**src/rtl/regn_pkg.sv**
```systemverilog
`default_nettype none
// ============================================================================
// Module      : regn_pkg
// Description : Shared constants and helpers for the regn_pipe register
//               pipeline (default sizes, occupancy counter width).
// Revision    : 1.0 - initial release
// ============================================================================
package regn_pkg;

  localparam int DEFAULT_WIDTH = 8;
  localparam int DEFAULT_DEPTH = 4;

  // Width needed to hold an occupancy value in the range 0..depth.
  function automatic int count_width(input int depth);
    return (depth < 1) ? 1 : $clog2(depth + 1);
  endfunction

endpackage
`default_nettype wire

```
**src/rtl/regn_stage.sv**
```systemverilog
`default_nettype none
// ============================================================================
// Module      : regn_stage
// Description : One elastic register stage: N-bit data with load enable,
//               a valid flag, synchronous preset/flush and a ready output
//               that lets the stage refill in the cycle it empties.
// Revision    : 1.0 - initial release
// ============================================================================
module regn_stage
  import regn_pkg::*;
#(
  parameter int           N          = DEFAULT_WIDTH,
  parameter logic [N-1:0] PRESET_VAL = {N{1'b1}}
) (
  input  logic         clk,
  input  logic         rst,
  input  logic         pst,
  input  logic         flush,
  input  logic         in_valid,
  input  logic [N-1:0] in_data,
  input  logic         down_ready,
  output logic         valid,
  output logic [N-1:0] data,
  output logic         up_ready
);

  // The stage can take a new beat when it is empty or its occupant is leaving.
  assign up_ready = ~valid | down_ready;

  // Stage state: reset clears, preset loads PRESET_VAL, flush drops only the
  // valid flag, otherwise load from upstream when ready (data only on a beat).
  always_ff @(posedge clk) begin
    if (!rst) begin
      valid <= 1'b0;
      data  <= '0;
    end else if (pst) begin
      valid <= 1'b0;
      data  <= PRESET_VAL;
    end else if (flush) begin
      valid <= 1'b0;
    end else if (up_ready) begin
      valid <= in_valid;
      if (in_valid) begin
        data <= in_data;
      end
    end
  end

endmodule
`default_nettype wire

```
**src/rtl/regn_pipe.sv**
```systemverilog
`default_nettype none
// ============================================================================
// Module      : regn_pipe
// Description : DEPTH-stage elastic register pipeline of N-bit beats with
//               valid/ready backpressure, synchronous preset and flush, and
//               an occupancy counter.
// Revision    : 1.0 - initial release
// ============================================================================
module regn_pipe
  import regn_pkg::*;
#(
  parameter int           N          = DEFAULT_WIDTH,
  parameter int           DEPTH      = DEFAULT_DEPTH,
  parameter logic [N-1:0] PRESET_VAL = {N{1'b1}}
) (
  input  logic                            clk,
  input  logic                            rst,
  input  logic                            pst,
  input  logic                            flush,
  input  logic                            in_valid,
  output logic                            in_ready,
  input  logic [N-1:0]                    d,
  output logic                            out_valid,
  input  logic                            out_ready,
  output logic [N-1:0]                    q,
  output logic [count_width(DEPTH)-1:0]   count
);

  localparam int             CW       = count_width(DEPTH);
  localparam logic [CW-1:0]  CNT_FULL = CW'(DEPTH);
  localparam logic [CW-1:0]  CNT_ONE  = CW'(1);

  logic [DEPTH:0]   rdy;
  logic [DEPTH-1:0] vld;
  logic [N-1:0]     dat [DEPTH];
  logic             accept;
  logic             emit;

  // The consumer's ready closes the ready chain at the tail.
  assign rdy[DEPTH] = out_ready;

  generate
    for (genvar i = 0; i < DEPTH; i++) begin : g_stage
      logic         stg_in_valid;
      logic [N-1:0] stg_in_data;

      if (i == 0) begin : g_head
        assign stg_in_valid = in_valid;
        assign stg_in_data  = d;
      end else begin : g_body
        assign stg_in_valid = vld[i-1];
        assign stg_in_data  = dat[i-1];
      end

      regn_stage #(
        .N          (N),
        .PRESET_VAL (PRESET_VAL)
      ) u_stage (
        .clk        (clk),
        .rst        (rst),
        .pst        (pst),
        .flush      (flush),
        .in_valid   (stg_in_valid),
        .in_data    (stg_in_data),
        .down_ready (rdy[i+1]),
        .valid      (vld[i]),
        .data       (dat[i]),
        .up_ready   (rdy[i])
      );
    end
  endgenerate

  // No beat is accepted while any of the clearing controls is active.
  assign in_ready  = rdy[0] & rst & ~pst & ~flush;
  assign out_valid = vld[DEPTH-1];
  assign q         = dat[DEPTH-1];

  assign accept = in_valid & in_ready;
  assign emit   = out_valid & out_ready;

  // Occupancy: +1 on accept only, -1 on emit only, cleared by rst/pst/flush.
  always_ff @(posedge clk) begin
    if (!rst || pst || flush) begin
      count <= '0;
    end else if (accept && !emit) begin
      if (count != CNT_FULL) begin
        count <= count + CNT_ONE;
      end
    end else if (emit && !accept) begin
      if (count != '0) begin
        count <= count - CNT_ONE;
      end
    end
  end

endmodule
`default_nettype wire

```
**config.mk**
```make
export PLATFORM = sky130hd
export DESIGN_NAME = regn_pipe
export DESIGN_NICKNAME = d
export VERILOG_FILES = /design/src/rtl/regn_pkg.sv /design/src/rtl/regn_stage.sv /design/src/rtl/regn_pipe.sv
export SDC_FILE = /design/constraint.sdc
export NUM_CORES = 1
export LEC_CHECK = 0
export BUFFER_PORTS_ARGS = -buffer_cell sky130_fd_sc_hd__buf_4
export CELL_PAD_IN_SITES_DETAIL_PLACEMENT = 0
export CELL_PAD_IN_SITES_GLOBAL_PLACEMENT = 2
export CORE_AREA = 3 3 73 75
export CTS_CLUSTER_DIAMETER = 150
export DETAILED_ROUTE_END_ITERATION = 10
export DIE_AREA = 0 0 76 78
export PLACE_DENSITY_LB_ADDON = 0.1
export SLEW_MARGIN = 20
export SYNTH_ARGS = -nofsm -noshare
export SYNTH_HDL_FRONTEND = slang
export SYNTH_SLANG_ARGS = --single-unit
```
**constraint.sdc**
```tcl
create_clock -name clk -period 3 [get_ports clk]
set_input_delay 0.15 -clock clk [delete_from_list [all_inputs] [get_ports clk]]
set_output_delay 0.15 -clock clk [all_outputs]
set_load 0.03 [all_outputs]
```
==> impl_metrics.json, run 1 <==
{
  "outcome": "complete, no violations",
  "synth_xor_area_frac": 0.02131,
  "leakagePower_nw": 0.8332,
  "wirelength_um": 3223,
  "cpMostUsedCell": "xnor2_1",
  "reg2regPathDepth": 10,
  "tns_ns": 0,
  "num_vias": 1193,
  "crit_chain": "and4b_4 -> nand2_1 -> and3_1 -> ha_1 -> inv_1 -> fa_1 -> xnor2_1 -> o311ai_0 -> xnor2_1 -> and2_1",
  "end_kind": "flip-flop",
  "clock_latency_ns": 0.28,
  "gp_congestion": 0.6676,
  "ys_ff_latch": 39,
  "synth.area.top_cells": "dfxtp_1 47%, o311a_1 15%, nand2b_1 6.8%",
  "dp_hpwl_um": 2170,
  "worstReg2RegStart": "g_stage[2].u_stage.valid",
  "slew-limit-headroom": 0.5364,
  "worst_hold_path_type": "in -> reg",
  "whs_endpoint": "g_stage[0].u_stage.data[3]",
  "final-max-slew-violation-count": 0,
  "worstReg2RegEnd": "count[2]",
  "num-nets-final": 189,
  "synth_top_cell_area_share": 0.4749,
  "grt_antenna_before_repair": 0,
  "crit_slowest_cell": "fa_1",
  "synthAdderAreaFrac": 0.01979,
  "ir_worst_vdd_mv": 0.2811,
  "wl_per_cell_um": 13.37,
  "initialDrtViolationCount": 76,
  "yosysWarnings": 0,
  "fin_crit_sh": 0.7314,
  "synthCells": 150,
  "maxCapViolations": 0,
  "crit_buf_inv": 1,
  "placement_rows": 25,
  "cellPowerDensity_nw_per_um2": 526.4,
  "hold_start": "d[3]",
  "postCtsSetupRepairBufs": 0,
  "critPathMaxStageDelay_ns": 0.37,
  "grt_pass1_vias": 1147,
  "ioPinCount": 27,
  "htree_levels": 2,
  "power_mw": 1.035,
  "finalWorstPathRequiredPeriod_ns": 2.194,
  "grtUsageTotal": 0.1140,
  "crit_type": "reg -> reg",
  "synth_area_per_cell_um2": 10.96,
  "root_buffer": "clkbuf_8",
  "drive_gt1_frac": 0.2586,
  "grt_max_degree": 44,
  "syn_to_final_growth_pct": 19.56,
  "ys_types": 29,
  "vias_per_cell": 4.950,
  "min_delay_path_depth": 2,
  "die_area_um2": 5928,
  "yosysSeqAreaShare": 0.4749,
  "path_max_fanout": 5,
  "tightest_slew_ns": 0.6932,
  "fin_cells": 241,
  "n_fill_cell": 468,
  "syn-cell-area_um2": 1644,
  "r2r_setup_slack_ns": 0.81,
  "tritoncts": "done",
  "holdBufCountCts": 0,
  "synth_mux_area_frac": 0.06088,
  "cts_sinks": 39,
  "drc_errors": 0,
  "synth-simple-area-share": 0.1560,
  "synth_compound_area_frac": 0.2275,
  "fmax_mhz": 455.8,
  "clk_path_buf_depth": 2,
  "hold_viol": 0,
  "grt_pass1_wl_um": 5423,
  "die_y_um": 78,
  "grt_overflow": 0,
  "rsz0062_at_grt": "no",
  "path_clk_slew_ns": 0.07,
  "critPathRequiredTime_ns": 3.17,
  "dr.pass1.iters": 4,
  "crit_path_start_kind": "flip-flop",
  "layout_common_cells": "39 x dfxtp_1, 27 x buf_4, 24 x o311a_1, 18 x nand2b_1, 9 x o21a_1",
  "cpLargestDelayFamily": "simple AND/OR/NAND/NOR gates",
  "arrival_ns": 2.37,
  "initial_core_util": 0.3481,
  "ant_nets": 0,
  "diodes": 0,
  "fin_skew_ns": 0.004736,
  "placedCellCount": 233,
  "finalSetupViolCount": 0,
  "cts_buffers": 5,
  "die_w_um": 76,
  "cts_resized": 0,
  "final_common_cell": "dfxtp_1",
  "synth_top_area_cell": "dfxtp_1",
  "port_buffers": 26,
  "syn-num-nets": 166,
  "synth_top_family_by_area": "compound AO/OA/AOI/OAI gates",
  "core_area_um2": 4723
}
[final cells by class]
| class | instances | area, µm² | share of cell area |
|---|---|---|---|
| inverter | 5 | 18.77 | 0.009548 |
| multi-input combinational | 95 | 798.3 | 0.4061 |
| timing repair buffer | 27 | 202.7 | 0.1031 |
| tap | 67 | 83.83 | 0.04265 |
| clock buffer | 7 | 76.32 | 0.03883 |
| clock inverter | 1 | 5.005 | 0.002546 |
| sequential | 39 | 780.7 | 0.3972 |
[how the worst max path moves through the flow]
stage / endpoint / slack, ns / start / cells past startpoint
after floorplan: count[2] / 0.70 / rst / 10
after global routing: count[2] / 0.62 / rst / 11
final: count[2] / 0.81 / g_stage[2].u_stage.valid / 10
after global placement: count[2] / 0.65 / rst / 11
after CTS: count[2] / 0.77 / g_stage[2].u_stage.valid / 10
after detailed placement: count[2] / 0.57 / rst / 11
[metal layers]
layer	part of all wire	global-route usage	vias to the layer above	routed length (µm)
met5	0	0	-	0
met4	0.015	0.04348	0	48
met3	0.046	0.04176	6	147
met2	0.44	0.1711	22	1406
met1	0.50	0.1491	562	1620
li1	-	-	603	-
[logic make-up after synthesis]
| logic type | Yosys count |
|---|---|
| AND/OR/NAND/NOR | 39 |
| buffers and inverters | 16 |
| XOR/XNOR | 4 |
| adder cells (fa/ha/maj) | 2 |
| flip-flops | 39 |
| multiplexers | 9 |
| AO/OA/AOI/OAI | 41 |
[synthesized netlist by cell type]
library cell and n:
nand3b_4 1, nor2_1 2, and4b_4 1, clkbuf_1 7, o311a_1 24, nor3b_1 1
o311ai_0 1, dfxtp_1 39, nand2b_1 18, o31ai_1 1, or3_1 8, o21a_1 9
and2_1 2, a31oi_2 2, a21oi_1 2, and3_1 1, ha_1 1, a21boi_0 2
mux2_2 8, xor2_1 2, buf_2 4, nand3b_1 1, nand2_1 2, xnor2_1 2
inv_1 5, fa_1 1, mux2i_1 1, nor2b_1 1, nand3_1 1
[where the power goes]
| part | leakage (nW) | switching (mW) | internal (mW) |
|---|---|---|---|
| combinational | 0.467 | 0.0682 | 0.0674 |
| clock | 0.0422 | 0.167 | 0.163 |
| sequential | 0.324 | 0.0168 | 0.552 |
[state kept, by name, indices dropped and copies added (netlist names)]
register               count
g_stage.u_stage.valid      4
count                      3
g_stage.u_stage.data      32
[through the flow]
step	hold slack [ns]	util	setup slack [ns]	instance area, µm²
2_1_floorplan	0.2885	-	0.7000	1644
3_3_place_gp	0.4000	0.3989	0.6469	1884
3_5_place_dp	0.4015	0.3989	0.5677	1884
4_1_cts	0.09957	0.4162	0.7680	1966
5_1_grt	0.09906	0.4162	0.6248	1966
6_report	0.1107	0.4162	0.8059	1966
Power figures use the tool's default switching activity.
==> inputs of run 2 (changes only) <==
--- a/config.mk
+++ b/config.mk
@@ -5,13 +5,14 @@
 export SDC_FILE = /design/constraint.sdc
 export NUM_CORES = 1
 export LEC_CHECK = 0
+export ABC_AREA = 1
 export BUFFER_PORTS_ARGS = -buffer_cell sky130_fd_sc_hd__buf_4
 export CELL_PAD_IN_SITES_DETAIL_PLACEMENT = 0
 export CELL_PAD_IN_SITES_GLOBAL_PLACEMENT = 2
-export CORE_AREA = 3 3 73 75
+export CORE_AREA = 3 3 80 82
 export CTS_CLUSTER_DIAMETER = 150
 export DETAILED_ROUTE_END_ITERATION = 10
-export DIE_AREA = 0 0 76 78
+export DIE_AREA = 0 0 83 85
 export PLACE_DENSITY_LB_ADDON = 0.1
 export SLEW_MARGIN = 20
 export SYNTH_ARGS = -nofsm -noshare
==> constraint.sdc (replaced) <==
create_clock -name clk -period 2 [get_ports clk]
set_input_delay 0.1 -clock clk [delete_from_list [all_inputs] [get_ports clk]]
set_output_delay 0.1 -clock clk [all_outputs]
set_load 0.03 [all_outputs]
==> run 2 against run 1 <==
Compared with the run above: sequential share of layout area shrank 2.3 points; maximum frequency increased by 18%; first-iteration DRC count is 18% lower; sequential cell count unchanged; design area rose by 6.3%; final cell count grew 27%; critical path depth decreased by 1; clock skew down 0.00057 ns; register-to-register slack worse by 0.67 ns; via count increased by 20%; sequential power up 49%; synthesized area is 4.9% higher.
==> impl_metrics.json, run 2 <==
{
  "syn_to_final_growth_pct": 21.19,
  "drive_gt1_frac": 0.3030,
  "cpLargestDelayFamily": "adder cells",
  "rsz0062_at_grt": "no",
  "utilization": 0.3593,
  "tritoncts": "done",
  "synth_top_cell_area_share": 0.4528,
  "arrival_ns": 2.05,
  "tightest_slew_ns": 0.4814,
  "hold_viol": 0,
  "cpMostUsedCell": "inv_1",
  "clk_path_buf_depth": 2,
  "core_area_um2": 5816,
  "diodes": 0,
  "num-nets-final": 247,
  "n_fill_cell": 648,
  "yosysSeqAreaShare": 0.4528,
  "placement_rows": 28,
  "top_layer_used": "met4",
  "clock_latency_ns": 0.28,
  "top_register": "g_stage.u_stage.data",
  "syn-cell-area_um2": 1724,
  "root_buffer": "clkbuf_8",
  "grt_pass1_vias": 1385,
  "met2_length_um": 1732,
  "multi_input_area_um2": 863.3,
  "ys_ff_latch": 39,
  "cts_sinks": 39,
  "ant_nets": 0,
  "die_area_um2": 7055,
  "path_clk_slew_ns": 0.07,
  "wirelength_um": 3577,
  "ys_async_sr_fraction": 0,
  "largestRegisters": "g_stage.u_stage.data (32), g_stage.u_stage.valid (4), count (3)",
  "initial_core_util": 0.2965,
  "grt_overflow": 0,
  "end_kind": "flip-flop",
  "crit_slowest_cell": "dfxtp_1",
  "crit_chain": "nand4_4 -> inv_1 -> nor3_2 -> ha_2 -> inv_1 -> fa_1 -> xnor2_1 -> o21ai_1 -> nor2_1",
  "synth_edf_count": 0,
  "synth_area_per_cell_um2": 8.452,
  "synth.most_common_cell": "a21oi_1",
  "grtUsageTotal": 0.1064,
  "critPathMaxStageDelay_ns": 0.40,
  "crit_buf_inv": 2,
  "yosysWarnings": 0,
  "critPathRequiredTime_ns": 2.18,
  "synth_top_area_cell": "dfxtp_1",
  "final_common_cell": "a21oi_1",
  "die_y_um": 85,
  "postCtsSetupRepairBufs": 0,
  "fmax_mhz": 535.9,
  "layout_common_cells": "45 x a21oi_1, 38 x dfxtp_1, 29 x buf_4, 26 x nand3_1, 23 x nand2_1",
  "ys_types": 29,
  "initialDrtViolationCount": 62,
  "outcome": "complete, no violations",
  "grt_antenna_before_repair": 0,
  "finalWorstPathRequiredPeriod_ns": 1.866,
  "gp_congestion": 0.7315,
  "m1WireLength_um": 1601,
  "drc_errors": 0,
  "fin_crit_sh": 0.9330,
  "maxCapViolations": 0,
  "layout.area.seq_um2": 782.0,
  "leakagePower_nw": 0.8453,
  "dr.pass1.iters": 4,
  "finalSetupViolCount": 0,
  "route.met3.wl_um": 205,
  "htree_levels": 2,
  "num_vias": 1426,
  "ys_top_cells_by_count": "45 x a21oi_1, 39 x dfxtp_1, 26 x nand3_1, 23 x nand2_1, 9 x inv_1",
  "synthCells": 204,
  "fin_skew_ns": 0.004168,
  "slew-limit-headroom": 0.6786,
  "final-max-slew-violation-count": 0,
  "dp_hpwl_um": 2526,
  "synth-main-ff-cell": "dfxtp_1",
  "ioPinCount": 27,
  "ir_worst_vdd_mv": 0.2995,
  "die_w_um": 83,
  "port_buffers": 26,
  "largest_reg_flops": 32,
  "syn-num-nets": 220,
  "vias_per_cell": 4.660,
  "cts_buffers": 5,
  "synth.area.top_cells": "dfxtp_1 45%, a21oi_1 13%, nand3_1 7.5%",
  "r2r_setup_slack_ns": 0.13,
  "wl_per_cell_um": 11.69,
  "crit_path_start_kind": "flip-flop",
  "grt_pass1_wl_um": 6210,
  "tns_ns": 0,
  "crit_type": "reg -> reg",
  "worst_hold_path_type": "in -> reg",
  "path_max_fanout": 5,
  "grt_max_degree": 35,
  "cellPowerDensity_nw_per_um2": 751.8
}
## run 2: cell types whose count changed after synthesis, moves of 9 or more
cell,delta
a21oi_1,+43
nand2_1,+21
nand2b_1,-18
nand3_1,+25
o21a_1,-9
o311a_1,-24
## run 2: timing repair
action | 4_1_cts | 5_1_grt
resized for setup | 0 | 5
endpoints found under the hold margin | 0 | 0
hold buffers | 0 | 0
setup endpoints to repair | 0 | 2
## run 2: layer usage
layer	vias to the layer above	global-route usage
met2	34	0.1895
met5	-	0
met4	0	0.03120
met3	4	0.03689
met1	631	0.1203
li1	757	-
## run 2: path summary, 6_finish.rpt
path / start / endpoint / cells after the start
max: g_stage[2].u_stage.valid / count[2] / 9
min: in_valid / g_stage[0].u_stage.valid / 3
max reg2reg: g_stage[2].u_stage.valid / count[2] / 9
min reg2reg: g_stage[3].u_stage.data[5] / g_stage[3].u_stage.data[5] / 2
## run 2: cell type report
| class | count | area share |
|---|---|---|
| repair buffers | 29 | 0.1042 |
| flip-flops and latches | 39 | 0.3743 |
| multi-input cells | 144 | 0.4132 |
| inverters | 12 | 0.02156 |
| clock buffers | 6 | 0.03952 |
| clock inverters | 1 | 0.002395 |
| well taps | 75 | 0.04491 |
## run 2: cell families after synthesis
logic type / Yosys count / share of synthesized area
flops: 39 / 0.4528
buf+inv: 21 / 0.05587
xor+xnor: 1 / 0.005081
fa+ha+maj: 2 / 0.01887
simple gates: 78 / 0.2620
compound gates: 63 / 0.2054
## run 2: metrics by stage
step           instance area (µm²)  power [mW]  instances  hold slack, ns  worst slack [ns]
2_1_floorplan                 1724      0.9978        204          0.2761           0.02244
3_5_place_dp                  1984       1.061        299          0.3994           0.02149
6_report                      2090       1.571        306          0.1135            0.1340
3_3_place_gp                  1984       1.057        299          0.3964            0.1135
4_1_cts                       2072       1.593        306         0.09824         0.0006795
5_1_grt                       2090       1.643        306          0.1446           0.01535
## run 2: where the power goes
group	leakage (nW)	internal [mW]	total (mW)	switching, mW
Clock	0.0470	0.270	0.530	0.260
Combinational	0.474	0.0803	0.193	0.112
Sequential	0.324	0.822	0.848	0.0254
Total	0.845	1.17	1.57	0.398
## run 2: tightest hold or removal path, cell delays in order
cell and delay (ns):
buf_4 0.07, inv_1 0.06, a21oi_1 0.13
==> inputs of run 3 (changes only) <==
==> config.mk (replaced) <==
export PLATFORM = sky130hd
export DESIGN_NAME = regn_pipe
export DESIGN_NICKNAME = d
export VERILOG_FILES = /design/src/rtl/regn_pkg.sv /design/src/rtl/regn_stage.sv /design/src/rtl/regn_pipe.sv
export SDC_FILE = /design/constraint.sdc
export NUM_CORES = 1
export LEC_CHECK = 0
export ABC_AREA = 1
export BUFFER_PORTS_ARGS = -buffer_cell sky130_fd_sc_hd__buf_4
export CORE_AREA = 3 3 70 72
export CTS_CLUSTER_DIAMETER = 150
export DETAILED_ROUTE_END_ITERATION = 10
export DIE_AREA = 0 0 73 75
export SYNTH_ARGS = -nofsm -noshare
export SYNTH_HDL_FRONTEND = slang
export SYNTH_SLANG_ARGS = --single-unit
==> run 3 against run 2 <==
Compared with the run above: highest routed layer unchanged; register-to-register slack improved by 0.05 ns; final cell count decreased by 7.2%; die area decreased by 22%; critical path type unchanged.
==> impl_metrics.json, run 3 (same netlist as run 2, synthesis figures left out) <==
{
  "ant_nets": 0,
  "ir_worst_vdd_mv": 0.2866,
  "layout_common_cells": "45 x a21oi_1, 39 x dfxtp_1, 29 x buf_4, 26 x nand3_1, 23 x nand2_1",
  "dp_hpwl_um": 2225,
  "ioPinCount": 27,
  "crit_buf_inv": 3,
  "wl_per_cell_um": 11.60,
  "cts_resized": 0,
  "final-max-slew-violation-count": 0,
  "tritoncts": "done",
  "outcome": "complete, no violations",
  "grt_overflow": 0,
  "tns_ns": 0,
  "rsz0062_at_grt": "no",
  "initial_core_util": 0.3960,
  "hold_start": "in_valid",
  "worst_hold_path_type": "in -> reg",
  "diodes": 0,
  "placement_rows": 24,
  "crit_chain": "inv_2 -> nor2_8 -> nand4_4 -> inv_2 -> nor3_2 -> ha_1 -> inv_1 -> fa_1 -> nand3_1 -> a21oi_1",
  "dr.pass1.iters": 4,
  "fin_skew_ns": 0.004524,
  "root_buffer": "clkbuf_8",
  "path_max_fanout": 5,
  "slew-limit-headroom": 0.6717,
  "critPathRequiredTime_ns": 2.19,
  "final_common_cell": "a21oi_1",
  "wirelength_um": 3293,
  "pre_cts_slack_ns": 0.1435,
  "clk_path_buf_depth": 2,
  "tightest_slew_ns": 0.4918,
  "num_vias": 1403,
  "cts_buffers": 5,
  "port_buffers": 26,
  "drc_errors": 0,
  "fmax_mhz": 549.9,
  "cpLargestDelayFamily": "adder cells",
  "die_y_um": 75,
  "initialDrtViolationCount": 79,
  "finalWorstPathRequiredPeriod_ns": 1.818,
  "critPathMaxStageDelay_ns": 0.42,
  "crit_type": "reg -> reg",
  "clock_latency_ns": 0.29,
  "top_register": "g_stage.u_stage.data",
  "maxCapViolations": 0,
  "arrival_ns": 2.01,
  "grtUsageTotal": 0.1332,
  "crit_slowest_cell": "fa_1",
  "worstReg2RegStart": "g_stage[3].u_stage.valid",
  "end_kind": "flip-flop",
  "grt_max_degree": 35,
  "grt_pass1_wl_um": 5713,
  "hold_viol": 0,
  "cellPowerDensity_nw_per_um2": 821.3,
  "syn_to_final_growth_pct": 21.04,
  "whs_endpoint": "g_stage[0].u_stage.valid",
  "die_w_um": 73,
  "finalSetupViolCount": 0,
  "setup_slack_ns": 0.1816,
  "num-nets-final": 247,
  "grt_antenna_before_repair": 0,
  "reg2regPathDepth": 10,
  "crit_path_start_kind": "flip-flop",
  "cpMostUsedCell": "inv_2",
  "min_delay_path_depth": 3,
  "r2r_setup_slack_ns": 0.18,
  "leakagePower_nw": 0.8552,
  "path_clk_slew_ns": 0.08,
  "holdBufCountCts": 0,
  "worstReg2RegEnd": "count[1]",
  "n_fill_cell": 439,
  "htree_levels": 2,
  "core_area_um2": 4354,
  "fin_crit_sh": 0.9092,
  "drive_gt1_frac": 0.3017,
  "grt_pass1_vias": 1268,
  "postCtsSetupRepairBufs": 0,
  "die_area_um2": 5475,
  "largestRegisters": "g_stage.u_stage.data (32), g_stage.u_stage.valid (4), count (3)",
  "multi_input_area_um2": 860.8,
  "largest_reg_flops": 32,
  "vias_per_cell": 4.940,
  "gp_congestion": 0.8561,
  "layout.area.seq_um2": 780.7,
  "cts_sinks": 39
}
[run 3: worst max-delay path by stage]
| stage | start | end | slack (ns) | depth (start not counted) |
|---|---|---|---|---|
| after floorplan | g_stage[3].u_stage.valid | count[1] | 0.02 | 10 |
| after global placement | g_stage[3].u_stage.valid | count[2] | 0.18 | 11 |
| after detailed placement | g_stage[3].u_stage.valid | count[1] | 0.14 | 10 |
| after CTS | g_stage[3].u_stage.valid | count[1] | 0.13 | 10 |
| after global routing | g_stage[3].u_stage.valid | count[2] | 0.02 | 12 |
| final | g_stage[3].u_stage.valid | count[1] | 0.18 | 10 |
[run 3: routing by layer]
metal  vias to the layer above  global-route usage  share of wire
met5                         -                   0              0
met4                         0             0.05533          0.015
met3                         6             0.04139          0.055
met2                        30              0.2036           0.45
met1                       609              0.1745           0.48
li1                        758                   -              -
[run 3: tightest hold or removal path: stages]
cell,delay (ns)
buf_4,0.08
inv_1,0.06
a21oi_1,0.13
[run 3: cell type report]
class	instances	share of cell area
Multi-Input combinational cell	144	0.4125
Sequential cell	39	0.3741
Timing Repair Buffer	29	0.1043
Clock buffer	6	0.03957
Tap cell	52	0.03118
Inverter	12	0.02158
Clock inverter	2	0.01679
[run 3: per-stage QoR]
stage               cell area, µm²  hold WS [ns]  total power [mW]  std cells  utilization
finish                        2087        0.1076             1.714        284       0.4793
detailed placement            1956        0.3898             1.057        276       0.4491
global placement              1956        0.4011             1.055        276       0.4491
CTS                           2073       0.08491             1.734        284       0.4761
floorplan                     1724        0.2761            0.9978        204            -
global route                  2087        0.1079             1.795        284       0.4793
[run 3: power by group]
part           internal (mW)  switching (mW)
Combinational         0.0803           0.111
Clock                  0.404           0.273
Sequential             0.822          0.0239
